**src/rtl/maze_pkg.sv**
```systemverilog
// rtl/maze_pkg.sv - shared move, error and checker-state encodings for the maze blocks
// Purpose: common typedefs used by path_checker and maze_move_step (and reusable by the rat).
// Contents: move_e (2-bit move encoding), err_e (2-bit error code), chk_state_e (checker FSM).
package maze_pkg;

  typedef enum logic [1:0] {
    MV_UP    = 2'b00,  // y-1
    MV_RIGHT = 2'b01,  // x+1
    MV_LEFT  = 2'b10,  // x-1
    MV_DOWN  = 2'b11   // y+1
  } move_e;

  typedef enum logic [1:0] {
    ERR_NONE = 2'b00,
    ERR_WALL = 2'b01,
    ERR_OOB  = 2'b10,
    ERR_SEQ  = 2'b11   // premature done or step overflow
  } err_e;

  typedef enum logic [2:0] {
    ST_IDLE,
    ST_WAIT,
    ST_READ,
    ST_PASS,
    ST_FAIL
  } chk_state_e;

endpackage

```
**src/rtl/maze_move_step.sv**
```systemverilog
// rtl/maze_move_step.sv - combinational single-move step with bounds check
// Purpose: computes the candidate cell for one move; never wraps around.
// Ports: x_i/y_i current cell, move_i move code, nx_o/ny_o candidate cell,
//        oob_o high when the move would leave the grid (candidate = current then).
module maze_move_step
  import maze_pkg::*;
#(
  parameter int CW = 4
) (
  input  logic [CW-1:0] x_i,
  input  logic [CW-1:0] y_i,
  input  logic [1:0]    move_i,
  output logic [CW-1:0] nx_o,
  output logic [CW-1:0] ny_o,
  output logic          oob_o
);
  localparam logic [CW-1:0] ONE  = {{(CW-1){1'b0}}, 1'b1};
  localparam logic [CW-1:0] MAXC = {CW{1'b1}};

  always_comb begin
    nx_o  = x_i;
    ny_o  = y_i;
    oob_o = 1'b0;
    case (move_e'(move_i))
      MV_UP:    if (y_i == '0)   oob_o = 1'b1; else ny_o = y_i - ONE;
      MV_RIGHT: if (x_i == MAXC) oob_o = 1'b1; else nx_o = x_i + ONE;
      MV_LEFT:  if (x_i == '0)   oob_o = 1'b1; else nx_o = x_i - ONE;
      MV_DOWN:  if (y_i == MAXC) oob_o = 1'b1; else ny_o = y_i + ONE;
    endcase
  end
endmodule

```
**config.mk**
```make
export PLATFORM = sky130hd
export DESIGN_NAME = maze_move_step
export DESIGN_NICKNAME = d
export VERILOG_FILES = /design/src/rtl/maze_pkg.sv /design/src/rtl/maze_move_step.sv
export SDC_FILE = /design/constraint.sdc
export NUM_CORES = 1
export LEC_CHECK = 0
export ABC_CLOCK_PERIOD_IN_PS = 2980
export BUFFER_PORTS_ARGS = -buffer_cell sky130_fd_sc_hd__buf_2
export CAP_MARGIN = 30
export CORE_UTILIZATION = 35
export DETAILED_ROUTE_END_ITERATION = 10
export GPL_TIMING_DRIVEN = 0
export PLACE_DENSITY = 0.66
export SYNTH_ARGS = -nofsm -noshare
export SYNTH_HDL_FRONTEND = slang
export SYNTH_SLANG_ARGS = --single-unit
```
**constraint.sdc**
```tcl
create_clock -name vclk -period 2.98
set_clock_uncertainty 0.1 [all_clocks]
set_input_delay 0.149 -clock vclk [all_inputs]
set_output_delay 0.149 -clock vclk [all_outputs]
set_load 0.005 [all_outputs]
```
== After elaboration in Yosys (flattened, before gate mapping) ==
Index checks and enable logic that the tools add are counted.
Storage, ports and cells
  register bits: 0
  bits of input ports: 10
Operators by class
  add/sub/neg operators: 4
  equal/unequal tests: 5
  mux-type cells: 11
  reduce and logical (&&, ||, !) cells: 3
Operators by type and width (count)
  4-bit 2-to-1 mux: 4
  4-bit case mux with 2 select lines: 2
  4-bit by 1-bit adder with 4-bit output, second input constant: 2
  4-bit == test, second input constant: 2
  4-bit logical NOT: 2
  4-bit by 1-bit subtractor with 4-bit output, second input constant: 2
  2-bit == test, second input constant: 2
  1-bit 2-to-1 mux: 4
  1-bit case mux with 4 select lines: 1
  2-bit by 1-bit == test with 1-bit output, second input constant: 1
  2-bit logical NOT: 1

== Depth between registers and ports, before layout ==
Gate-level depths: netlist of run 1.
  word-level depth: 3
  mapped depth: 6
  mapped depth without buffers: 5

== Least setup slack after synthesis of run 1 ==
No wires, ideal clock.
  path type: input to output
  start: input port move_i[0]
  end: output port ny_o[0]
  arrival time: 1.208 ns
  path slack: 1.523 ns
  stages: 5
  path through: inv_1 ha_1 or3b_1 mux2_2 o2111ai_2
Between the ends
  longest elaborated chain between the ends: 2
  elaborated cells between the ends (all ways): 3
Ends and longest elaborated chain
  from (decl): RTL line maze_move_step.sv:12  | input logic [1:0] move_i,
  2-bit == test or 2-bit logical NOT (tied branches): RTL line maze_move_step.sv:24  | case (move_e'(move_i))
  4-bit case mux with 2 select lines *: RTL line maze_move_step.sv:24
  to (decl): RTL line maze_move_step.sv:14  | output logic [CW-1:0] ny_o,
Mark *: on every way between the ends. The rest lies on a longest branch, timed or not.

== Final worst setup path of run 1 ==
  start: input port move_i[0]
  end: output port nx_o[1]
Between the ends
  longest elaborated chain between the ends: 2
  elaborated cells between the ends (all ways): 3
Ends and longest elaborated chain
  2-bit == test or 2-bit by 1-bit == test with 1-bit output (tied branches): RTL line maze_move_step.sv:24
  4-bit case mux with 2 select lines *: RTL line maze_move_step.sv:24
  to (decl): RTL line maze_move_step.sv:13  | output logic [CW-1:0] nx_o,
Marked as above.

==> impl_metrics.py, run 1 <==
metrics = {
    "clock_tree": {
        "cts_resized": 0,
        "cts-hold-fix-buffers": 0,
        "cts_setup_buffers": 0,
    },
    "cells_and_area": {
        "layout_common_cells": "buf_2, inv_1, ha_1",
        "synthToLayoutAreaGrowth_pct": 19.0,
        "seq_cells": 0,
        "nClkBuffers": 0,
        "diodes": 0,
        "ff_latch_area_um2": 0,
        "fin_area_um2": 691,
        "final_common_cell": "buf_2",
        "nNetsFinal": 120,
        "nFillCells": 159,
        "layout-drive-gt1-share_pct": 25.0,
    },
    "yosys": {
        "synthSimpleGateAreaFrac_pct": 40.7,
        "ys_seq_area_share_pct": 0,
        "synth_compound_area_share_pct": 25.9,
        "synth_fa_ha_area_share_pct": 17.2,
        "synth.avg_cell_area_um2": 7.08,
        "synth_xor_area_share_pct": 0,
        "ys_warn_count": 0,
        "synthDistinctLibCells": 36,
        "synthCells": 82,
        "synthMuxAreaShare_pct": 5.39,
        "syn_area_um2": 581,
        "synth_top_family_by_area": "simple AND/OR/NAND/NOR gates",
        "synth_fp_nets": 100,
    },
    "run_status": {
        "status": "complete, no violations",
    },
    "grt": {
        "antenna_found_initial": 0,
        "grt_pass1_wl_um": 2320,
        "track_usage_pct": 15.3,
        "grt_max_degree": 11,
        "grt-ovfl-total": 0,
        "grt_pass1_vias": 557,
    },
    "floorplan": {
        "start_util_pct": 38.1,
        "die_h_um": 42.7,
        "dieArea_mm2": 0.00183,
        "rows": 14,
        "io_pins": 19,
        "core_area_mm2": 0.00152,
        "die_w_um": 42.7,
    },
    "critical_path": {
        "critPathLaunch": "move_i[0]",
        "crit_type": "in -> out",
        "cp.arrival_ns": 1.63,
        "crit_path_end_kind": "output port",
        "critPathLaunchType": "input pin",
        "critPathMaxFanout": 10,
        "crit_end": "nx_o[1]",
        "cp.required_ns": 2.73,
    },
    "place": {
        "port_buffers": 18,
        "hpwl_um": 1130,
        "dpl-instance-area_um2": 691,
        "gp_congestion": 0.798,
    },
    "routing": {
        "wl_um": 1430,
        "firstDrtPassIters": 4,
        "drt_iter0_markers": 16,
        "vias_per_cell": 6.05,
        "routedWlPerCell_um": 12.3,
        "drc": 0,
        "dr_total_vias": 702,
        "antenna_left": 0,
    },
    "sta": {
        "worst_pin_slew_ns": 0.391,
        "fmax_mhz": 531,
        "period_needed_ns": 1.88,
        "fin_setup_tns_ns": 0,
        "slew_headroom_pct": 73.3,
        "setup_viol_count_final": 0,
        "drv_slew": 0,
        "hold_viol_final": 0,
        "grt_setup_unrepaired": "false",
        "fin_crit_sh_pct": 63.1,
    },
    "power": {
        "power_uw": 99.5,
        "peakVddDrop_uv": 59.8,
        "p_leak_nw": 0.335,
        "pwr_density_cell_mw_per_mm2": 144,
    },
    "run": {
        "cap_violations": 0,
    },
    "hold_path": {
        "min_path_type": "in -> out",
    },
}
==> per-layer routing <==
layer / up-vias / GRT usage [%] / share of wire, %
met5: - / 0 / 0
met1: 337 / 22.6 / 48
li1: 346 / - / -
met3: 0 / 0.426 / 5.0
met4: 0 / 0 / 0
met2: 19 / 26.1 / 47
==> worst max-delay path, stage by stage <==
cell and delay, ns:
buf_2 0.10, inv_1 0.06, ha_1 0.33, buf_2 0.23, inv_1 0.18, nor3_1 0.31, o22ai_1 0.12, buf_2 0.14
==> power by group <==
| part | total (mW) | leakage [nW] | internal, mW | switching, mW |
|---|---|---|---|---|
| combinational | 0.0995 | 0.335 | 0.0449 | 0.0546 |
| clock | 0 | 0 | 0 | 0 |
| sequential | 0 | 0 | 0 | 0 |
| total | 0.0995 | 0.335 | 0.0449 | 0.0546 |
==> how the worst min path moves through the flow <==
stage                    to  slack, ns  startpoint  cells after the start
floorplan           ny_o[1]       0.30      y_i[1]                      2
CTS                 nx_o[1]       0.58      x_i[1]                      4
global route        nx_o[1]       0.61      x_i[1]                      4
global placement    nx_o[1]       0.58      x_i[1]                      4
finish              nx_o[1]       0.58      x_i[1]                      4
detailed placement  nx_o[1]       0.58      x_i[1]                      4
==> area by class of cell <==
class              count  area, um^2  share of cell area [%]
inverters              9        33.8                    4.89
repair buffers        18        90.1                    13.0
plain buffers          4        28.8                    4.17
multi-input cells     69         518                    75.0
well taps             16        20.0                    2.90
==> metrics by stage <==
stage               util [%]  setup WS, ns  hold WS (ns)  std cells
floorplan                  -          1.52         0.302         82
global placement        45.3          1.13         0.579        116
detailed placement      45.3          1.13         0.583        116
CTS                     45.3          1.12         0.583        116
global route            45.3         0.999         0.605        116
finish                  45.3          1.10         0.583        116
==> cell usage after synthesis <==
| library cell | number | area [um^2] |
|---|---|---|
| and3b_1 | 1 | 8.76 |
| nor2_1 | 5 | 18.8 |
| nand3_1 | 6 | 30.0 |
| a221o_1 | 1 | 10.0 |
| nor2b_1 | 5 | 31.3 |
| and4b_1 | 1 | 10.0 |
| a32oi_1 | 1 | 8.76 |
| ha_1 | 8 | 100 |
| mux2i_1 | 2 | 20.0 |
| mux2_2 | 1 | 11.3 |
| and4_1 | 1 | 8.76 |
| o221ai_1 | 1 | 8.76 |
| o2111ai_1 | 2 | 17.5 |
| or3b_1 | 2 | 17.5 |
| nand2b_1 | 2 | 12.5 |
| nand4b_1 | 1 | 8.76 |
| nor3_1 | 3 | 15.0 |
| nor3b_4 | 1 | 18.8 |
| nor4_1 | 1 | 6.26 |
| a21oi_1 | 4 | 20.0 |
| buf_2 | 2 | 10.0 |
| nand2_1 | 5 | 18.8 |
| a2bb2oi_1 | 1 | 8.76 |
| a2111oi_0 | 2 | 17.5 |
| and4bb_1 | 1 | 12.5 |
| o22ai_1 | 2 | 12.5 |
| o211ai_1 | 1 | 7.51 |
| o2111ai_2 | 1 | 15.0 |
| a31oi_1 | 1 | 6.26 |
| o21ai_0 | 2 | 10.0 |
| buf_6 | 1 | 11.3 |
| a22oi_1 | 1 | 7.51 |
| and3_1 | 1 | 6.26 |
| nand4_1 | 2 | 12.5 |
| inv_1 | 9 | 33.8 |
| buf_4 | 1 | 7.51 |
==> cell families (layout without fill, tap and decap cells) <==
kind of cell	after synthesis	after routing
AND/OR/NAND/NOR	38	38
multiplexers	3	3
buffers and inverters	13	31
AO/OA/AOI/OAI	20	20
adder cells (fa/ha/maj)	8	8
Note: power is estimated with default switching activity, not from simulation.
==> inputs of run 2 (changes only) <==
--- a/config.mk
+++ b/config.mk
@@ -5,13 +5,13 @@
 export SDC_FILE = /design/constraint.sdc
 export NUM_CORES = 1
 export LEC_CHECK = 0
-export ABC_CLOCK_PERIOD_IN_PS = 2980
+export ABC_CLOCK_PERIOD_IN_PS = 1700
 export BUFFER_PORTS_ARGS = -buffer_cell sky130_fd_sc_hd__buf_2
 export CAP_MARGIN = 30
 export CORE_UTILIZATION = 35
 export DETAILED_ROUTE_END_ITERATION = 10
 export GPL_TIMING_DRIVEN = 0
-export PLACE_DENSITY = 0.66
+export PLACE_DENSITY = 0.68
 export SYNTH_ARGS = -nofsm -noshare
 export SYNTH_HDL_FRONTEND = slang
 export SYNTH_SLANG_ARGS = --single-unit
==> constraint.sdc (replaced) <==
create_clock -name vclk -period 1.7
set_clock_uncertainty 0.1 [all_clocks]
set_input_delay 0.085 -clock vclk [all_inputs]
set_output_delay 0.085 -clock vclk [all_outputs]
set_load 0.005 [all_outputs]
==> impl_metrics.py, run 2 (same netlist as run 1, synthesis figures left out) <==
metrics = {
    "floorplan": {
        "die_h_um": 42.7,
        "core_area_mm2": 0.00152,
        "io_pins": 19,
        "dieArea_mm2": 0.00183,
        "start_util_pct": 38.1,
        "die_w_um": 42.7,
        "rows": 14,
    },
    "critical_path": {
        "crit_path_end_kind": "output port",
        "cp.arrival_ns": 1.42,
        "crit_type": "in -> out",
        "critPathMaxFanout": 8,
        "critPathLaunchType": "input pin",
        "cp.required_ns": 1.51,
    },
    "sta": {
        "worst_pin_slew_ns": 0.356,
        "period_needed_ns": 1.60,
        "slew_headroom_pct": 75.6,
        "fin_crit_sh_pct": 94.4,
        "fmax_mhz": 623,
        "hold_viol_final": 0,
        "grt_setup_unrepaired": "false",
        "drv_slew": 0,
        "setup_viol_count_final": 0,
    },
    "power": {
        "power.switching_uw": 105,
        "peakVddDrop_uv": 146,
        "pwr_density_cell_mw_per_mm2": 263,
        "power.internal_uw": 93.1,
        "switching_share_pct": 53.0,
        "power_uw": 198,
        "seq_power_share_pct": 0,
        "power_frac_clock_pct": 0,
        "p_leak_nw": 0.343,
        "comb_power_share_pct": 100.0,
    },
    "hold_path": {
        "whs_endpoint": "nx_o[1]",
        "hold_depth": 4,
        "hp-start": "x_i[1]",
        "min_path_type": "in -> out",
    },
    "cells_and_area": {
        "diodes": 0,
        "nClkBuffers": 0,
        "utilization_pct": 49.4,
        "layout-drive-gt1-share_pct": 30.7,
        "synthToLayoutAreaGrowth_pct": 29.7,
        "final_common_cell": "buf_2",
        "ff_latch_area_um2": 0,
        "seq_cells": 0,
        "nNetsFinal": 121,
        "layout_common_cells": "buf_2, inv_1, nand3_1, ha_1",
    },
    "clock_tree": {
        "cts-hold-fix-buffers": 0,
    },
    "place": {
        "port_buffers": 18,
        "hpwl_um": 1120,
        "gp_congestion": 0.813,
    },
    "routing": {
        "routedWlPerCell_um": 13.2,
        "drc": 0,
        "vias_per_cell": 6.06,
        "drt_iter0_markers": 24,
        "wl_um": 1540,
        "antenna_left": 0,
        "dr_total_vias": 709,
        "firstDrtPassIters": 4,
    },
    "grt": {
        "track_usage_pct": 16.8,
        "grt_max_degree": 11,
        "grt-ovfl-total": 0,
        "grt_pass1_wl_um": 2560,
        "grt_pass1_vias": 588,
        "antenna_found_initial": 0,
    },
    "run": {
        "cap_violations": 0,
    },
    "run_status": {
        "status": "complete, no violations",
    },
}
[run 2: layout make-up]
class	count	area, um^2
Multi-Input combinational cell	69	563
Fill cell	154	771
Inverter	9	37.5
Buffer	4	35.0
Tap cell	16	20.0
Timing Repair Buffer	19	97.6
[run 2: repair_timing]
item / 4_1_cts / 5_1_grt
gates resized for setup: 1 / 11
pin swaps: 0 / 1
setup endpoints to repair: 2 / 6
buffers inserted: 0 / 1
[run 2: per-stage QoR]
step	TNS (ns)	cell area [um^2]	hold slack, ns	setup slack (ns)	cells
3_3_place_gp	-0.0539	691	0.451	-0.0399	116
6_report	0	753	0.454	0.0960	117
5_1_grt	0	753	0.479	0.00199	117
2_1_floorplan	0	581	0.174	0.371	82
4_1_cts	0	696	0.458	0.0282	116
3_5_place_dp	-0.0537	691	0.457	-0.0447	116
[run 2: critical path, cell delays in order]
cell and delay [ns]:
buf_2 0.14, inv_1 0.12, ha_2 0.23, nor3b_4 0.24, mux2_2 0.37, o2111ai_2 0.08, buf_2 0.14
[run 2: how the worst max path moves through the flow]
stage                    from  endpoint  slack, ns  cells past startpoint
CTS                 move_i[0]   nx_o[1]       0.03                      8
finish                 y_i[0]   ny_o[0]        0.1                      7
detailed placement  move_i[0]   nx_o[1]      -0.04                      8
floorplan           move_i[0]   ny_o[0]       0.37                      5
global route           y_i[0]   ny_o[0]      0.002                      7
global placement    move_i[0]   nx_o[1]      -0.04                      8
[run 2: power groups by stage]
stage	registers (mW)	logic, mW	clock network [mW]
floorplan	0	0.111	0
global placement	0	0.170	0
detailed placement	0	0.173	0
CTS	0	0.175	0
global route	0	0.221	0
finish	0	0.198	0
[run 2: per-layer routing]
metal / up-vias / global-route usage, % / wire, um
met5: - / 0 / 0
met4: 0 / 0 / 0
met3: 0 / 0.426 / 61
met2: 23 / 28.8 / 752
met1: 336 / 24.6 / 729
li1: 350 / - / -
==> inputs of run 3 (changes only) <==
--- a/config.mk
+++ b/config.mk
@@ -11,7 +11,7 @@
 export CORE_UTILIZATION = 35
 export DETAILED_ROUTE_END_ITERATION = 10
 export GPL_TIMING_DRIVEN = 0
-export PLACE_DENSITY = 0.68
+export PLACE_DENSITY = 0.73
 export SYNTH_ARGS = -nofsm -noshare
 export SYNTH_HDL_FRONTEND = slang
 export SYNTH_SLANG_ARGS = --single-unit
==> impl_metrics.py, run 3 (same netlist as run 1, synthesis figures left out) <==
metrics = {
    "floorplan": {
        "dieArea_mm2": 0.00183,
        "rows": 14,
        "io_pins": 19,
        "die_w_um": 42.7,
        "core_area_mm2": 0.00152,
        "start_util_pct": 38.1,
        "die_h_um": 42.7,
    },
    "critical_path": {
        "critPathMaxFanout": 8,
        "crit_path_max_incr_delay_ns": 0.37,
        "path_cells": "buf_2 > inv_1 > ha_1 > nor3b_4 > mux2_2 > o2111ai_2 > buf_2",
        "crit_family": "buffers and inverters",
        "crit_type": "in -> out",
        "path_buf_inv": 3,
        "crit_top_cell": "buf_2",
        "crit_path_end_kind": "output port",
        "critPathLaunchType": "input pin",
        "cp.required_ns": 1.51,
        "cp.arrival_ns": 1.44,
        "critPathSlowestCell": "mux2_2",
    },
    "cells_and_area": {
        "layout-drive-gt1-share_pct": 30.4,
        "ff_latch_area_um2": 0,
        "nClkBuffers": 0,
        "final_common_cell": "buf_2",
        "nNetsFinal": 122,
        "nFillCells": 164,
        "fin_area_um2": 746,
        "seq_cells": 0,
        "diodes": 0,
        "synthToLayoutAreaGrowth_pct": 28.4,
        "utilization_pct": 48.9,
        "layout_common_cells": "buf_2, inv_1, ha_1",
    },
    "sta": {
        "period_needed_ns": 1.63,
        "slew_headroom_pct": 75.6,
        "setup_viol_count_final": 0,
        "hold_viol_final": 0,
        "worst_pin_slew_ns": 0.356,
        "fmax_mhz": 614,
        "fin_crit_sh_pct": 95.8,
        "drv_slew": 0,
    },
    "power": {
        "power.switching_uw": 103,
        "peakVddDrop_uv": 140,
        "switching_share_pct": 52.2,
        "comb_power_share_pct": 100.0,
        "power_uw": 196,
        "power.internal_uw": 93.8,
        "pwr_density_cell_mw_per_mm2": 263,
        "seq_power_share_pct": 0,
        "p_leak_nw": 0.346,
        "power_frac_clock_pct": 0,
    },
    "routing": {
        "drc": 0,
        "firstDrtPassIters": 4,
        "vias_per_cell": 5.81,
        "drt_iter0_markers": 12,
        "antenna_left": 0,
        "wl_um": 1580,
        "dr_total_vias": 686,
        "routedWlPerCell_um": 13.4,
    },
    "hold_path": {
        "min_path_type": "in -> out",
    },
    "grt": {
        "antenna_found_initial": 0,
        "grt_pass1_wl_um": 2490,
        "grt_pass1_vias": 614,
        "grt_max_degree": 11,
        "grt-ovfl-total": 0,
        "track_usage_pct": 16.4,
    },
    "clock_tree": {
        "cts-hold-fix-buffers": 0,
    },
    "place": {
        "dpl-instance-area_um2": 691,
        "hpwl_um": 1190,
        "port_buffers": 18,
        "gp_congestion": 0.904,
    },
    "run_status": {
        "status": "complete, no violations",
    },
    "run": {
        "cap_violations": 0,
    },
}
==> run 3: cell types whose count changed in the layout (fill, tap and decap cells not counted) <==
cell,delta
a2111oi_2,+1
a2111oi_4,-1
buf_4,+1
ha_1,+1
ha_2,-1
==> run 3: worst paths after layout <==
kind | slack, ns | startpoint | endpoint | depth (start not counted)
worst min-delay path | 0.46 | x_i[1] | nx_o[1] | 4
worst max-delay path | 0.07 | y_i[0] | ny_o[0] | 7
==> run 3: tightest hold or removal path, stage by stage <==
cell     delay [ns]
buf_2          0.12
inv_1          0.07
o22ai_1        0.07
buf_2          0.12
==> run 3: per-stage QoR <==
| stage | hold slack [ns] | setup slack [ns] | instances | setup TNS (ns) |
|---|---|---|---|---|
| detailed placement | 0.455 | -0.0249 | 116 | -0.0249 |
| floorplan | 0.174 | 0.371 | 82 | 0 |
| finish | 0.457 | 0.0712 | 118 | 0 |
| global placement | 0.439 | 0.00710 | 116 | 0 |
| CTS | 0.456 | 0.0315 | 116 | 0 |
| global route | 0.501 | -0.00990 | 118 | -0.00990 |
==> run 3: layout make-up <==
cell class	instances	area (um^2)	area share [%]
inverter	9	37.5	5.03
multi-input combinational	69	548	73.5
tap	16	20.0	2.68
timing repair buffer	20	105	14.1
buffer	4	35.0	4.70
==> run 3: per-layer routing <==
layer  part of all wire, %  global-route usage, %
met4                  0.44                   3.13
met1                    47                   17.9
met5                     0                      0
met2                    50                   33.9
met3                   2.3                  0.426
==> run 3: power groups by stage <==
stage / combinational (mW) / sequential [mW] / clock [mW]
after floorplan: 0.111 / 0 / 0
final: 0.196 / 0 / 0
after global routing: 0.217 / 0 / 0
after global placement: 0.168 / 0 / 0
after CTS: 0.175 / 0 / 0
after detailed placement: 0.173 / 0 / 0
==> run 3: what timing repair did <==
action / 4_1_cts / 5_1_grt
pin swaps: 0 / 0
setup buffers: 0 / 2
setup endpoints to repair: 1 / 3
resized for setup: 1 / 8
